## config.mk

```make
export PLATFORM = sky130hd
export DESIGN_NAME = rv_io_switch
export DESIGN_NICKNAME = d
export VERILOG_FILES = /design/src/rtl/rv_io_switch.sv
export SDC_FILE = /design/constraint.sdc
export NUM_CORES = 1
export LEC_CHECK = 0
export ABC_AREA = 1
export BUFFER_PORTS_ARGS = -buffer_cell sky130_fd_sc_hd__buf_2
export CAP_MARGIN = 20
export CORE_AREA = 2 2 204 206
export CTS_BUF_LIST = sky130_fd_sc_hd__clkbuf_4 sky130_fd_sc_hd__clkbuf_8
export CTS_CLUSTER_SIZE = 28
export DETAILED_ROUTE_END_ITERATION = 8
export DIE_AREA = 0 0 206 208
export GPL_TIMING_DRIVEN = 0
export MAX_ROUTING_LAYER = met4
export PLACE_DENSITY = 0.56
export REMOVE_ABC_BUFFERS = 1
export SETUP_SLACK_MARGIN = 0.2
export SYNTH_ARGS = -nofsm -noshare
export SYNTH_HDL_FRONTEND = slang
export SYNTH_SLANG_ARGS = --single-unit
```

## constraint.sdc

```tcl
create_clock -name clk -period 8 [get_ports clk]
set_input_delay 1.2 -clock clk [delete_from_list [all_inputs] [get_ports clk]]
set_output_delay 1.2 -clock clk [all_outputs]
set_load 0.05 [all_outputs]
```

## src/rtl/rv_io_switch.sv

```systemverilog
// IO switch between the core-side IO master port and up to 16 IO slaves.
// Buffers requests in a 2-entry FIFO and runs one transaction at a time, with a timeout abort.
module rv_io_switch #(
    parameter int RV      = 64,
    parameter int NDEV    = 4,
    parameter int TIMEOUT = 255
) (
    input  logic               clk,
    input  logic               reset,
    input  logic               m_addr_req,
    output logic               m_addr_ack,
    input  logic [19:0]        m_addr,
    input  logic               m_read,
    input  logic [7:0]         m_mask,
    input  logic [RV-1:0]      m_wdata,
    output logic               m_data_req,
    input  logic               m_data_ack,
    output logic [RV-1:0]      m_rdata,
    output logic               addr_req,
    input  logic [NDEV-1:0]    addr_ack,
    output logic [NDEV-1:0]    sel,
    output logic [15:0]        addr,
    output logic               read,
    output logic [7:0]         mask,
    output logic [RV-1:0]      wdata,
    input  logic [NDEV-1:0]    data_req,
    output logic [NDEV-1:0]    data_ack,
    input  logic [NDEV*RV-1:0] rdata,
    output logic               timeout
);

    typedef enum logic [1:0] {S_IDLE, S_ISSUE, S_WAIT_RD, S_RESP} state_t;

    localparam logic [4:0]  NDEV_L    = 5'(NDEV);
    localparam logic [15:0] TIMEOUT_L = 16'(TIMEOUT);

    logic [19:0]   f_addr  [2];
    logic          f_read  [2];
    logic [7:0]    f_mask  [2];
    logic [RV-1:0] f_wdata [2];
    logic          wr_ptr, rd_ptr;
    logic [1:0]    count;
    logic          full, empty, push, pop;

    logic [19:0]   h_addr;
    logic          h_read;
    logic [7:0]    h_mask;
    logic [RV-1:0] h_wdata;
    logic [3:0]    h_idx;
    logic          h_mapped;

    state_t        state_q, state_d;
    logic [3:0]    cur_idx_q;
    logic          cur_read_q;
    logic [15:0]   cnt_q;
    logic [RV-1:0] rdata_q;

    logic          ld_cur, cap, clr_rdata, tmo, expired;
    logic          ack_sel, dreq_sel;
    logic [RV-1:0] rd_sel;
    logic [NDEV-1:0] sel_vec;

    assign full     = (count == 2'd2);
    assign empty    = (count == 2'd0);
    assign push     = m_addr_req && m_addr_ack;
    assign h_addr   = f_addr[rd_ptr];
    assign h_read   = f_read[rd_ptr];
    assign h_mask   = f_mask[rd_ptr];
    assign h_wdata  = f_wdata[rd_ptr];
    assign h_idx    = h_addr[19:16];
    assign h_mapped = ({1'b0, h_idx} < NDEV_L);
    assign expired  = (cnt_q == TIMEOUT_L);

    always_ff @(posedge clk) begin
        if (reset) begin
            wr_ptr <= 1'b0;
            rd_ptr <= 1'b0;
            count  <= 2'd0;
        end else begin
            if (push) wr_ptr <= ~wr_ptr;
            if (pop)  rd_ptr <= ~rd_ptr;
            count <= count + 2'(push) - 2'(pop);
        end
    end

    always_ff @(posedge clk) begin
        if (push) begin
            f_addr[wr_ptr]  <= m_addr;
            f_read[wr_ptr]  <= m_read;
            f_mask[wr_ptr]  <= m_mask;
            f_wdata[wr_ptr] <= m_wdata;
        end
    end

    // Per-slave selection for the transaction currently owned by the FSM.
    always_comb begin
        ack_sel  = 1'b0;
        dreq_sel = 1'b0;
        rd_sel   = '0;
        sel_vec  = '0;
        for (int k = 0; k < NDEV; k++) begin
            if (cur_idx_q == 4'(k)) begin
                ack_sel    = addr_ack[k];
                dreq_sel   = data_req[k];
                rd_sel     = rdata[k*RV +: RV];
                sel_vec[k] = 1'b1;
            end
        end
    end

    always_comb begin
        state_d   = state_q;
        pop       = 1'b0;
        ld_cur    = 1'b0;
        cap       = 1'b0;
        clr_rdata = 1'b0;
        tmo       = 1'b0;
        case (state_q)
            S_IDLE: begin
                if (!empty) begin
                    if (h_mapped) begin
                        ld_cur  = 1'b1;
                        state_d = S_ISSUE;
                    end else begin
                        pop = 1'b1;
                        if (h_read) begin
                            clr_rdata = 1'b1;
                            state_d   = S_RESP;
                        end
                    end
                end
            end
            S_ISSUE: begin
                if (ack_sel) begin
                    pop     = 1'b1;
                    state_d = cur_read_q ? S_WAIT_RD : S_IDLE;
                end else if (expired) begin
                    tmo       = 1'b1;
                    pop       = 1'b1;
                    clr_rdata = cur_read_q;
                    state_d   = cur_read_q ? S_RESP : S_IDLE;
                end
            end
            S_WAIT_RD: begin
                if (dreq_sel) begin
                    cap     = 1'b1;
                    state_d = S_RESP;
                end else if (expired) begin
                    tmo       = 1'b1;
                    clr_rdata = 1'b1;
                    state_d   = S_RESP;
                end
            end
            S_RESP: begin
                if (m_data_ack) state_d = S_IDLE;
            end
            default: state_d = S_IDLE;
        endcase
    end

    // The stall counter restarts whenever the FSM moves, so each phase gets a full budget.
    always_ff @(posedge clk) begin
        if (reset) begin
            state_q    <= S_IDLE;
            cur_idx_q  <= 4'd0;
            cur_read_q <= 1'b0;
            cnt_q      <= 16'd0;
            rdata_q    <= '0;
        end else begin
            state_q <= state_d;
            if (ld_cur) begin
                cur_idx_q  <= h_idx;
                cur_read_q <= h_read;
            end
            if (state_d != state_q)
                cnt_q <= 16'd0;
            else if (state_q == S_ISSUE || state_q == S_WAIT_RD)
                cnt_q <= cnt_q + 16'd1;
            if (cap)
                rdata_q <= rd_sel;
            else if (clr_rdata)
                rdata_q <= '0;
        end
    end

    // Outputs are forced idle while reset is held, whatever the registers still contain.
    assign m_addr_ack = reset || !full;
    assign m_data_req = !reset && (state_q == S_RESP);
    assign m_rdata    = reset ? '0 : rdata_q;
    assign addr_req   = !reset && (state_q == S_ISSUE);
    assign sel        = addr_req ? sel_vec : '0;
    assign addr       = h_addr[15:0];
    assign read       = addr_req && h_read;
    assign mask       = h_mask;
    assign wdata      = h_wdata;
    assign data_ack   = (!reset && state_q == S_WAIT_RD) ? (data_req & sel_vec) : '0;
    assign timeout    = !reset && tmo;

endmodule

```

# After elaboration in Yosys (flattened, before gate mapping)
# Memory sizes are Yosys's and may differ from the RTL's. A register that Yosys moved wholly into a read port is not among the register bits.
# Index checks and enable logic that the tools add are counted.
[op_classes]
n_lt_le_gt_ge = 1
bitwise = 3
n_reduce_logical = 15
eq_ne = 9
div = 0
add_sub_neg = 3
n_mux = 61
mul = 0
shifts = 0
[ops]
columns = ["cell", "count"]
rows = [
  ["$mux 64", 7],
  ["$mux 1", 38],
  ["$mux 2", 10],
  ["$add 16x1->16 const B", 1],
  ["$eq 16x8->1 const B", 1],
  ["$eq 4x2->1 const B", 2],
  ["$mux 4", 2],
  ["$pmux 2 s4", 1],
  ["$eq 2x2->1 const B", 3],
  ["$logic_and 1x1->1", 6],
  ["$and 4x4->4", 1],
  ["$eq 4x1->1 const B", 1],
  ["$logic_not 2->1", 2],
  ["$logic_not 4->1", 1],
  ["$lt 4x3->1 const B", 1],
  ["$pmux 1 s2", 2],
  ["$pmux 1 s3", 1],
  ["$add 2x1->2", 1],
  ["$eq 2x1->1 const B", 1],
  ["$logic_not 1->1", 2],
  ["$logic_or 1x1->1", 2],
  ["$ne 2x2->1", 1],
  ["$not 1->1", 2],
  ["$reduce_bool 2->1", 1],
  ["other kinds (2)", 2],
]
[word_totals]
ram_bits = 186
register_bits = 91
input_bits = 361
out_inout_bits = 165
wordCells = 104
n_memories = 4
mem_bits_ro = 0
latch_bits = 0
[mem_list]
columns = ["name", "depth", "word_bits", "read_ports", "rd_clocked_by_memory_dff", "wr", "line", "source"]
rows = [
  ["f_wdata", 2, 64, 1, 1, 1, "40", "logic [RV-1:0] f_wdata [2];"],
  ["f_addr", 2, 20, 1, 1, 1, "37", "logic [19:0] f_addr [2];"],
  ["f_mask", 2, 8, 1, 1, 1, "39", "logic [7:0] f_mask [2];"],
  ["f_read", 2, 1, 1, 1, 1, "38", "logic f_read [2];"],
]

# Logic depth before layout (Yosys ltp)
[logic_depth]
word_depth = 9
mapped_depth = 17
ltp_nobuf = 16

# Worst setup path before layout
# OpenSTA, ideal clock, no wires.
[synth_path]
path_type = "input to register"
start = "in reset"
end = "mem f_addr[1][0] (enable)"
path_stages = 5
arrival_ps = 6150
setup_ps = 547
path_buffers = 1
slack_ps = 1302
t_required_ps = 7453
path_cell_list = "clkbuf_1 inv_2 nand3b_1 nand2_1 nor2_1"
[synth_between]
elab_chain_cells = 4
[synth_lines]
columns = ["item", "line", "source"]
rows = [
  ["start, declared", "9", "input logic reset,"],
  ["$logic_or 1x1->1", "187", "assign m_addr_ack = reset || !full;"],
  ["via m_addr_ack", "11", "output logic m_addr_ack,"],
  ["$logic_and 1x1->1", "65", "assign push = m_addr_req && m_addr_ack;"],
  ["$mux 1", "87", "if (push) begin"],
  ["$mux 1 (not written as such)", "88", "f_addr[wr_ptr] <= m_addr;"],
  ["end, declared", "37", ""],
]
# The timed path passes the listed nets, and every way through them passes these cells.

# Worst setup path after layout
[layout_path]
start = "reg cur_idx_q[2]"
end = "out timeout"
[layout_between]
elab_chain_cells = 8
[layout_lines]
columns = ["item", "line", "source"]
rows = [
  ["start, declared", "53", "logic [3:0] cur_idx_q;"],
  ["start signal, assigned", "172", "cur_idx_q <= h_idx;"],
  ["$logic_not 4->1", "102", "if (cur_idx_q == 4'(k)) begin"],
  ["$mux 1 (4 in series)", "102", ""],
  ["$mux 1, on equally long branches", "145, 134", ""],
  ["$pmux 1 s2 *", "118", "case (state_q)"],
  ["$logic_and 1x1->1 *", "197", "assign timeout = !reset && tmo;"],
  ["end, declared", "29", "output logic timeout"],
]
# Every way passes the cells marked *; elsewhere a longest branch is shown, timed or not.

==> metrics.txt <==
Most used DFF post-synth=edfxtp_1; drc violations=0; Final Hold Slack=0.454 ns; Pwr Total=a little over 0.005 W; Sw Ratio=0.401; first-pass GRT wire length=63800 um; post-layout minimum cycle time=4.58 ns; Detail Route Antenna Nets=0; Initial Util=0.308; Pre-antenna DRT Iters=5; vias in the first global route=approximately 11000; Final Cycle Share=0.572; GRT met3 Usage=0.0586; CP endpoint kind=primary output; FF/Latch Area=approximately 7400 um^2; post-synthesis area per instance=roughly 10 um^2; Syn Std Cell Area=12500 um^2; GRT Max-Usage Layer=met2; dpl ws=4.04 ns; num rows=between 70 and 80; Num Clock Sinks=about 280; IO Pins=about 530; worst-skew pair later-pin latency=0.60 ns; Final setup viols=0; # Post-CTS Setup Buffers=0; Worst-Margin Slew=slightly below 1 ns; relative slew slack=0.354; CTS tree=yes; total gr overflow=0; Ys Warns=0; met2 global-route usage=0.323; dpl cell area=15800 um^2; setup TNS=0 ns; antenna violations before repair=21; commonest cells after routing, fill and taps aside=buf_2 (525), nand3_1 (188), edfxtp_1 (186); vias=between 10000 and 15000; # H-tree levels=2; Core Area=approximately 41000 um^2; fraction of layout cells with a size suffix above 1=0.425; post-DP HPWL=between 30000 and 40000 um; final WL=between 40000 and 50000 um; status=complete, no violations; Finished Cell Area=16800 um^2; cells on worst reg2reg path=13; CP Launch Type=register; Die Y=208 um; Combinational Power Share=0.389; final worst setup slack=~3.4 ns; post-synthesis async set-or-reset flop share=0; die area=around 43000 um^2; distinct cell type count after synthesis=35; Global Route met1 Usage=0.231; number of buffers added on ports=around 530; Post-synth EDFFs=roughly 190; Fmax achieved=between 200 and 250 MHz; Overall Global Routing Usage=0.200; CTS Buffer Depth=3; part of the power in registers=0.354; fin nets=just over 2000; Worst EP required=~7 ns; Crit path arrival time=3.38 ns; die width=~210 um; P&R area growth vs syn=34.4%; CTS Root Cell=clkbuf_8; CTS buffer count=49; Mapped Cells=~1200; HP Class=reg2reg; drt initial violations=710; fill count=between 4000 and 5000; Internal=0.00302 W; hold depth=1; Clock Power Share=0.257; gp weighted congestion=between 0.9 and 1; Vias/cell=a little under 5; RSZ-0062 raised after global routing=false; leakage power=7.59 nW; synthesized flop and latch total=278; max-cap viol count=0; area of the multi-input gates=4320 um^2; hold-fix buffers at CTS=0; commonest non-fill, non-tap cell in the layout=buf_2; Psw=about 0.0020 W; post-CTS sizing=0; Crit Path Max Fanout=between 40 and 50; Avg WL per Cell=between 15 and 20 um; WS Path Type=reg2out; clk slew on worst S/H paths=about 0.06 ns; total count of hold-check failures in the final report=0; register area share after synthesis=0.594; Final Slew Violations=0; largest net degree at the start of global routing=86; power per cell area=roughly 300 nW/um^2; VDD IR max=approximately 0.00014 V; clock skew=approximately 0.028 ns
[cell usage after synthesis, types with 7 or more instances]
library cell,n,area share
nor2_2,10,0.0050
buf_4,16,0.0096
ha_1,8,0.0080
nor2_1,53,0.016
nand4_1,24,0.012
xor2_1,9,0.0063
buf_1,11,0.0033
nand2_1,126,0.038
nand3_1,188,0.075
mux2_2,88,0.079
o22ai_1,64,0.032
o21ai_0,70,0.028
dfxtp_1,92,0.15
clkbuf_1,60,0.018
xnor2_1,7,0.0049
inv_1,96,0.029
a21oi_1,52,0.021
buf_2,9,0.0036
edfxtp_1,186,0.45
[power by group through the flow]
stage / clock (W) / combinational (W) / sequential [W]
final: 0.00130 / 0.00196 / 0.00178
after global routing: 0.00140 / 0.00209 / 0.00180
after CTS: 0.00134 / 0.00197 / 0.00179
after detailed placement: 0 / 0.00196 / 0.00182
after global placement: 0 / 0.00189 / 0.00189
after floorplan: 0 / 0.00135 / 0.00183
[cell families (layout without fill, tap and decap cells)]
kind of cell	Yosys count	after routing	synth area share
simple gates	416	416	0.155
buf+inv	196	730	0.0651
other cells	0	16	0
fa+ha+maj	8	8	0.00800
mux	90	90	0.0808
compound gates	195	195	0.0858
flops	278	278	0.594
xor+xnor	16	16	0.0112
[final timing paths]
| path | slack (ns) | end | from |
|---|---|---|---|
| setup / recovery | 3.42 | timeout | cur_idx_q[2] |
| hold / removal | 0.45 | rd_ptr | rd_ptr |
| setup reg to reg | 4.09 | rdata_q[28] | cur_idx_q[2] |
| hold reg to reg | 0.45 | rd_ptr | rd_ptr |
[stage by stage]
step	std cells	util
after floorplan	1102	-
after global placement	2159	0.379
after detailed placement	2178	0.390
after CTS	2265	0.414
after global routing	2279	0.414
final	2281	0.415
[per-layer routing]
metal / wire length [um] / up-vias / part of all wire
li1: - / 5280 / -
met1: 17300 / 5348 / 0.39
met2: 20800 / 566 / 0.47
met3: 3990 / 98 / 0.091
met4: 1800 / 0 / 0.041
met5: 0 / - / 0
[worst max-delay path: stages (launching register included)]
cell	delay, ns
dfxtp_1	0.33
nor2_4	0.43
buf_12	0.28
inv_2	0.11
nor2_4	0.73
nand2_1	0.20
nand4_2	0.22
nor2_1	0.06
inv_1	0.07
a211oi_1	0.09
buf_2	0.22
[final cells by class]
type	instances	area share
well taps	532	0.0396
inverters	99	0.0221
clock buffers	72	0.0530
clock inverters	15	0.00439
repair buffers	544	0.180
diodes	16	0.00238
multi-input cells	725	0.257
flip-flops and latches	278	0.442
[flip-flops by register name, summed over array words and instances, names as in the netlist, 2 cells and up, named ones only]
| register | cells |
|---|---|
| f_wdata | 128 |
| cnt_q | 16 |
| f_mask | 16 |
| rdata_q | 64 |
| f_addr | 40 |
| f_read | 2 |
| cur_idx_q | 4 |
| state_q | 2 |
| count | 2 |
(Power assumes the default switching activity.)
